File: src/rtl/game_flow_controller_if.sv
// Signal bundle between the game flow controller, the per-lane compare logic and the display path.
// The controller side uses the master modport; the lanes/display side uses slave.
interface game_flow_controller_if #(
  parameter int LANES   = 3,
  parameter int SCORE_W = 8
);
  logic               start_button;
  logic [LANES-1:0]   game_over;
  logic [LANES-1:0]   correct;
  logic               reset_signal;
  logic               point_pulse;
  logic [SCORE_W-1:0] score;
  logic [SCORE_W-1:0] best_score;
  logic [3:0]         lives;
  logic [2:0]         state;
  logic               new_best;

  modport master (
    input  start_button, game_over, correct,
    output reset_signal, point_pulse, score, best_score, lives, state, new_best
  );

  modport slave (
    output start_button, game_over, correct,
    input  reset_signal, point_pulse, score, best_score, lives, state, new_best
  );
endinterface

File: src/rtl/game_flow_controller.sv
// Round sequencer for LANES puzzle lanes: saturating score, lives counter, optional best score.
// Define BEST_SCORE_EN to build the best-score register and new_best pulse; otherwise both read 0.
module game_flow_controller #(
  parameter int LANES   = 3,
  parameter int SCORE_W = 8,
  parameter int LIVES   = 3
) (
  input  logic                  clock,
  input  logic                  reset_n,
  game_flow_controller_if.master bus
);

  typedef enum logic [2:0] {
    ST_START   = 3'd0,
    ST_RUNNING = 3'd1,
    ST_POINT   = 3'd2,
    ST_MISS    = 3'd3,
    ST_OVER    = 3'd4
  } state_e;

  localparam logic [3:0]         LIVES_INIT = 4'(LIVES);
  localparam logic [SCORE_W+3:0] SCORE_MAX  = {4'b0000, {SCORE_W{1'b1}}};

  state_e             state_q, state_d;
  logic [SCORE_W-1:0] score_q, score_d;
  logic [3:0]         lives_q, lives_d;

  logic               miss_any;
  logic               hit_any;
  logic [3:0]         hits;
  logic [SCORE_W+3:0] score_sum;

  assign miss_any = |bus.game_over;
  assign hit_any  = |bus.correct;

  always_comb begin
    hits = '0;
    for (int i = 0; i < LANES; i++) begin
      hits = hits + 4'(bus.correct[i]);
    end
  end

  // Widened by 4 bits so up to 8 simultaneous hits cannot wrap before saturation.
  assign score_sum = {4'b0000, score_q} + {{SCORE_W{1'b0}}, hits};

  always_comb begin
    // NOTE: every signal gets a default before the case so no path leaves it unassigned (no latches).
    state_d = state_q;
    score_d = score_q;
    lives_d = lives_q;
    case (state_q)
      ST_START: begin
        state_d = ST_RUNNING;
        score_d = '0;
        lives_d = LIVES_INIT;
      end
      ST_RUNNING: begin
        if (miss_any) begin
          state_d = ST_MISS;
          lives_d = (lives_q == 4'd0) ? 4'd0 : lives_q - 4'd1;
        end else if (hit_any) begin
          state_d = ST_POINT;
          score_d = (score_sum > SCORE_MAX) ? {SCORE_W{1'b1}} : score_sum[SCORE_W-1:0];
        end
      end
      ST_POINT: state_d = ST_RUNNING;
      ST_MISS:  state_d = (lives_q == 4'd0) ? ST_OVER : ST_RUNNING;
      ST_OVER:  if (bus.start_button) state_d = ST_START;
      default:  state_d = ST_START;
    endcase
  end

  always_ff @(posedge clock or negedge reset_n) begin
    // NOTE: sequential state uses non-blocking assignments so all flops update from pre-edge values.
    if (!reset_n) begin
      state_q <= ST_START;
      score_q <= '0;
      lives_q <= LIVES_INIT;
    end else begin
      state_q <= state_d;
      score_q <= score_d;
      lives_q <= lives_d;
    end
  end

`ifdef BEST_SCORE_EN
  logic               enter_over;
  logic [SCORE_W-1:0] best_q, best_d;
  logic               new_best_q, new_best_d;

  assign enter_over = (state_q == ST_MISS) && (lives_q == 4'd0);

  always_comb begin
    best_d     = best_q;
    new_best_d = 1'b0;
    if (enter_over && (score_q > best_q)) begin
      best_d     = score_q;
      new_best_d = 1'b1;
    end
  end

  always_ff @(posedge clock or negedge reset_n) begin
    if (!reset_n) begin
      best_q     <= '0;
      new_best_q <= 1'b0;
    end else begin
      best_q     <= best_d;
      new_best_q <= new_best_d;
    end
  end

  assign bus.best_score = best_q;
  assign bus.new_best   = new_best_q;
`else
  assign bus.best_score = '0;
  assign bus.new_best   = 1'b0;
`endif

  // Strobes decode the state register only, so no input reaches them combinationally.
  assign bus.reset_signal = (state_q != ST_RUNNING);
  assign bus.point_pulse  = (state_q == ST_POINT);
  assign bus.score        = score_q;
  assign bus.lives        = lives_q;
  assign bus.state        = state_q;

endmodule

File: src/flat_wrapper.sv
// flat-port wrapper written by rule: the top's interface ports become plain ports
module game_flow_controller_flat 
#(
  parameter int LANES   = 3,
  parameter int SCORE_W = 8,
  parameter int LIVES   = 3
)
  (clock, reset_n, bus_start_button, bus_game_over, bus_correct, bus_reset_signal, bus_point_pulse, bus_score, bus_best_score, bus_lives, bus_state, bus_new_best);
  game_flow_controller_if #(.LANES(LANES), .SCORE_W(SCORE_W)) bus_i ();
  input  logic clock;
  input  logic reset_n;
  input wire logic [$bits(bus_i.start_button)-1:0] bus_start_button;
  input wire logic [$bits(bus_i.game_over)-1:0] bus_game_over;
  input wire logic [$bits(bus_i.correct)-1:0] bus_correct;
  output wire logic [$bits(bus_i.reset_signal)-1:0] bus_reset_signal;
  output wire logic [$bits(bus_i.point_pulse)-1:0] bus_point_pulse;
  output wire logic [$bits(bus_i.score)-1:0] bus_score;
  output wire logic [$bits(bus_i.best_score)-1:0] bus_best_score;
  output wire logic [$bits(bus_i.lives)-1:0] bus_lives;
  output wire logic [$bits(bus_i.state)-1:0] bus_state;
  output wire logic [$bits(bus_i.new_best)-1:0] bus_new_best;
  assign bus_i.start_button = bus_start_button;
  assign bus_i.game_over = bus_game_over;
  assign bus_i.correct = bus_correct;
  assign bus_reset_signal = bus_i.reset_signal;
  assign bus_point_pulse = bus_i.point_pulse;
  assign bus_score = bus_i.score;
  assign bus_best_score = bus_i.best_score;
  assign bus_lives = bus_i.lives;
  assign bus_state = bus_i.state;
  assign bus_new_best = bus_i.new_best;
  game_flow_controller #(.LANES(LANES), .SCORE_W(SCORE_W), .LIVES(LIVES)) u_core (.clock(clock), .reset_n(reset_n), .bus(bus_i));
endmodule
File: config.mk
export PLATFORM = sky130hd
export DESIGN_NAME = game_flow_controller_flat
export DESIGN_NICKNAME = d
export VERILOG_FILES = /design/src/rtl/game_flow_controller_if.sv /design/src/rtl/game_flow_controller.sv /design/src/flat_wrapper.sv
export SDC_FILE = /design/constraint.sdc
export NUM_CORES = 1
export LEC_CHECK = 0
export CAP_MARGIN = 0
export CORE_UTILIZATION = 30
export CTS_CLUSTER_DIAMETER = 100
export DETAILED_ROUTE_END_ITERATION = 6
export PLACE_DENSITY_LB_ADDON = 0.2
export SLEW_MARGIN = 20
export SYNTH_ARGS = -nofsm -noshare
export SYNTH_HDL_FRONTEND = slang
export SYNTH_SLANG_ARGS = --single-unit
export TNS_END_PERCENT = 1
File: constraint.sdc
create_clock -name clock -period 2.4 [get_ports clock]
set_input_delay 0.48 -clock clock [delete_from_list [all_inputs] [get_ports clock]]
set_output_delay 0.48 -clock clock [all_outputs]
set_load 0.02 [all_outputs]
* After elaboration in Yosys (flattened, before gate mapping)
Cells that the tools add are included.
** Word-level totals
- Flip-flop bits (word level) :: 15
- Output and inout port bits :: 26
- Word-level logic and storage cells :: 39
** Cells by class
- $add $sub $neg :: 4
- $lt $le $gt $ge :: 1
- Equality and inequality tests :: 10
- Mux-type cells :: 12
- Reduce and logical (&&, ||, !) cells :: 9
** Operators with widths (count)
- $mux 8 :: 3
- $pmux 8 s2 :: 1
- $gt 12x8->1 const B :: 1
- $mux 3 :: 4
- $pmux 3 s4 :: 1
- $add 8x4->9 :: 1
- $mux 4 :: 2
- $pmux 4 s2 :: 1
- $eq 3x2->1 const B :: 2
- $ne 3x1->1 const B :: 2
- $reduce_or 3->1 :: 2
- $add 4x1->4 :: 1
- $logic_not 4->1 :: 1
- $ne 2x1->1 const B :: 2
- $ne 2x2->1 const B :: 2
- $reduce_and 2->1 :: 2
- $sub 4x1->4 const B :: 1
- $eq 3x1->1 const B :: 1
- $eq 3x3->1 const B :: 1
- $logic_not 3->1 :: 1
- $reduce_and 3->1 :: 1
- $add 1x1->2 :: 1
- $reduce_bool 2->1 :: 1
- $reduce_or 2->1 :: 1

* Depth between registers and ports, before layout
- Depth after elaboration :: 8
- Depth in mapped cells :: 9
- Gate-level depth less buffers :: 9

* Worst setup path before layout
Ideal clock, no wire load.
- Path type :: input to register
- Start :: in bus_correct[0]
- End :: reg u_core.score_q[5] (netlist: u_core.bus.score[5])
- Arrival :: 2.180 ns
- Required time :: 2.273 ns
- Path slack :: 0.093 ns
- Stages on the path :: 7
- Cell sequence :: fa_1 ha_1 fa_1 a21oi_1 nor3_1 a31oi_1 o211ai_2
** On the way
- Word-level cells in the longest chain between the ends :: 8
** RTL lines
- start: declaration :: RTL line flat_wrapper.sv:14 : input wire logic [$bits(bus_i.correct)-1:0] bus_correct;
- $add 1x1->2 :: RTL line game_flow_controller.sv:39 : hits = hits + 4'(bus.correct[i]);
- $add 4x1->4 :: RTL line game_flow_controller.sv:39
- $add 8x4->9 :: RTL line game_flow_controller.sv:44 : assign score_sum = {4'b0000, score_q} + {{SCORE_W{1'b0}}, hits};
- $gt 12x8->1 :: RTL line game_flow_controller.sv:63 : score_d = (score_sum > SCORE_MAX) ? {SCORE_W{1'b1}} : score_sum[SCORE_W-1:0];
- $mux 8 :: RTL line game_flow_controller.sv:63
- $mux 8 :: RTL line game_flow_controller.sv:61 : end else if (hit_any) begin
- $mux 8 :: RTL line game_flow_controller.sv:58 : if (miss_any) begin
- $pmux 8 s2 :: RTL line game_flow_controller.sv:51 : case (state_q)
- end signal: assignment :: RTL line game_flow_controller.sv:81 : score_q <= score_d;
- end: declaration :: RTL line game_flow_controller.sv:25 : logic [SCORE_W-1:0] score_q, score_d;
Several ways; a longest one is shown, not always the timed one. The select of a mux whose other input is x is not followed.
A chain may end at the register's enable or synchronous reset.

* Final worst setup path
- Start :: reg u_core.state_q[1] (netlist: u_core.bus.state[1])
- End :: out bus_reset_signal
** On the way
- Word-level cells in the longest chain between the ends :: 1
** RTL lines
- start: declaration :: RTL line game_flow_controller.sv:24 : state_e state_q, state_d;
- start signal: assignment :: RTL line game_flow_controller.sv:80 : state_q <= state_d;
- $ne 3x1->1 :: RTL line game_flow_controller.sv:120 : assign bus.reset_signal = (state_q != ST_RUNNING);
- end: declaration :: RTL line flat_wrapper.sv:15 : output wire logic [$bits(bus_i.reset_signal)-1:0] bus_reset_signal;
Every way passes these cells.

==> run summary <==
status - completed
predominant post-synthesis flop cell - dfrtp_1
Hold Buf Count CTS - 0
Total GRT Usage - 0.143
startpoint class of the critical path - flop
GPL Wtd Cong - 0.861
Cell Area, Synth - 0.00106 sq mm
Max FO, Critical Path - 9
Buffers on Ports - 25
grt ovf - 0
core area - 0.00336 sq mm
Clock Latency Late Sink - 0.29 ns
n_diodes - 0
max-cap viol count - 0
Critical Path End Type - output port
Detailed Place HPWL - 1.78 mm
Worst Path Arrival - 1.82 ns
Worst-path clk slew - 0.09 ns
final net count - 166
die area - 0.00377 sq mm
DR iter-0 viols - 22
DRC violations left - 0
Worst path slowest cell - clkdlybuf4s50_1
Pleak - 0.000621 uW
switching part of the total - 0.424
vias in the first global route - 889
Horiz. Die Dim - 61.4 microns
Max Slew Vio Count - 0
CTS Buf Count - 3
CP Class - flop to output port
Design Area, Final - 0.00143 sq mm
slew margin rel. - 0.529
Cell Area, Placed - 0.00137 sq mm
synthesis-to-finish area growth - 34.6%
most frequent cells in the layout - clkdlybuf4s50_1 (22), dfrtp_1 (13), nor2_1 (9), conb_1 (9), buf_4 (8)
CP max stage delay - 0.57 ns
Pint - 725 uW
asr flop ratio synth - 1.00
Ports - 35
setup bufs post-CTS - 0
Worst Path Required - 1.92 ns
Final ANT Viol Nets - 0
EDFF count, synth - 0
H-tree Lvls - 1
initial antenna violation count - 0
CTS tree - done
Clk network pwr share - 0.118
Hold Slack - 0.534 ns
Slew @ Worst Pin - 0.705 ns
routed vias - 935
Vias/cell - 4.84
DR WL/cell - 12.7 microns
Post-Route WL - 2.46 mm
fill count - 356
Fmax - 0.435 GHz
# clock sinks - 15
first-pass GRT wire length - 3.97 mm
Hold Path Class - flop to flop
pin count of the biggest net entering global routing - 16
RSZ-0062 raised after global routing - no
share of cells above drive strength 1 - 0.156
combinational power share - 0.540
IR drop worst, VDD - 0.000378 V
clock tree buffer depth - 2
Chip Height - 61.4 microns
PnR worst setup slack - 0.102 ns
NetSw - 534 uW
Layout Skew - 0.00171 ns
final worst path period need - 2.30 ns
Hold Vio Cnt, Final - 0
setup violators final - 0
PwrDens - 883 mW/mm^2
CTS Root Buffer Type - clkbuf_4
post-synthesis register bit count - 15
setup TNS - 0 ns
Synth cell types - 41
Synthesis Warnings - 0
fin crit share - 0.958
number of detailed-route iterations in the first pass - 4
crit path cell chain - or3b_1, clkdlybuf4s50_1
# rows - 21
sequential area share after synthesis - 0.357
cell count after synthesis - 114
syn_area_per_cell - 9.29 sq um
initial core utilization - 0.315
commonest non-fill, non-tap cell in the layout - clkdlybuf4s50_1
Reg power frac - 0.343
Placement Setup Slack - -0.518 ns
==> cells by family after synthesis <==
| kind of cell | after synthesis | share of synthesized area |
|---|---|---|
| AOI/OAI and AO/OA | 34 | 0.229 |
| xor gates and xnor gates | 1 | 0.00828 |
| adders and majority gates | 9 | 0.121 |
| buffers and inverters | 17 | 0.100 |
| DFF | 15 | 0.357 |
| other | 1 | 0.00354 |
| and+or+nand+nor | 37 | 0.181 |
==> layout make-up <==
type	instances	area, sq um	area share
flip-flops and latches	15	378	0.265
repair buffers	33	303	0.212
multi-input cells	90	642	0.450
inverters	5	18.8	0.0132
clock buffers	4	26.3	0.0184
well taps	46	57.6	0.0404
==> final timing paths <==
check                                    start                  end  slack [ns]  cells after the start
max                        u_core.bus.state[1]     bus_reset_signal        0.10                      2
min                        u_core.bus.state[0]  u_core.bus.state[2]        0.53                      1
max reg2reg                u_core.bus.state[1]  u_core.bus.score[5]        0.53                      4
min reg2reg                u_core.bus.state[0]  u_core.bus.state[2]        0.53                      1
max in group asynchronous              reset_n  u_core.bus.state[0]        1.35                      1
min in group asynchronous              reset_n  u_core.bus.score[4]        0.61                      1
==> sequential cells by signal, summed over array words and instances, names as in the netlist <==
register,flops
u_core.bus.lives,4
u_core.bus.state,3
u_core.bus.score,8
==> synth_stat cells, types with 2 or more instances <==
cell,count,area [sq um]
dfrtp_1,13,325
nor2_1,10,37.5
buf_4,9,67.6
ha_1,7,87.6
nand2_1,7,26.3
nor3_1,6,30.0
a21oi_1,5,25.0
inv_1,5,18.8
o21ai_0,5,25.0
a21boi_0,4,30.0
a31oi_1,4,25.0
nand2b_1,3,18.8
a21o_1,2,15.0
a41o_1,2,20.0
dfstp_2,2,52.6
fa_1,2,40.0
nand4_1,2,12.5
o22a_1,2,17.5
o31ai_1,2,15.0
==> layer usage <==
layer,track usage,share of wire
met5,0,0
met4,0.0381,0.0041
met3,0.0378,0.050
met2,0.225,0.45
met1,0.196,0.49
==> worst max-delay path, delay by kind of cell (launching register included) <==
family / cells / cell delay, ns
flip-flops: 1 / 0.47
buffers and inverters: 1 / 0.57
AND/OR/NAND/NOR: 1 / 0.49
==> power by group through the flow <==
stage	clock network (uW)	logic, uW	registers [uW]
finish	148	679	431
CTS	155	682	430
global route	165	749	442
global placement	0	661	430
floorplan	0	336	492
detailed placement	0	670	432
==> through the flow <==
step | power, uW | instances | util
6_report | 1260 | 193 | 0.424
5_1_grt | 1360 | 193 | 0.424
4_1_cts | 1270 | 193 | 0.422
3_5_place_dp | 1100 | 189 | 0.407
3_3_place_gp | 1090 | 189 | 0.407
2_1_floorplan | 828 | 122 | -
==> repair_timing <==
action,CTS,global route
pin swaps,5,0
gates resized for setup,11,4
setup endpoints to repair,8,5
Note: power is estimated with default switching activity, not from simulation.
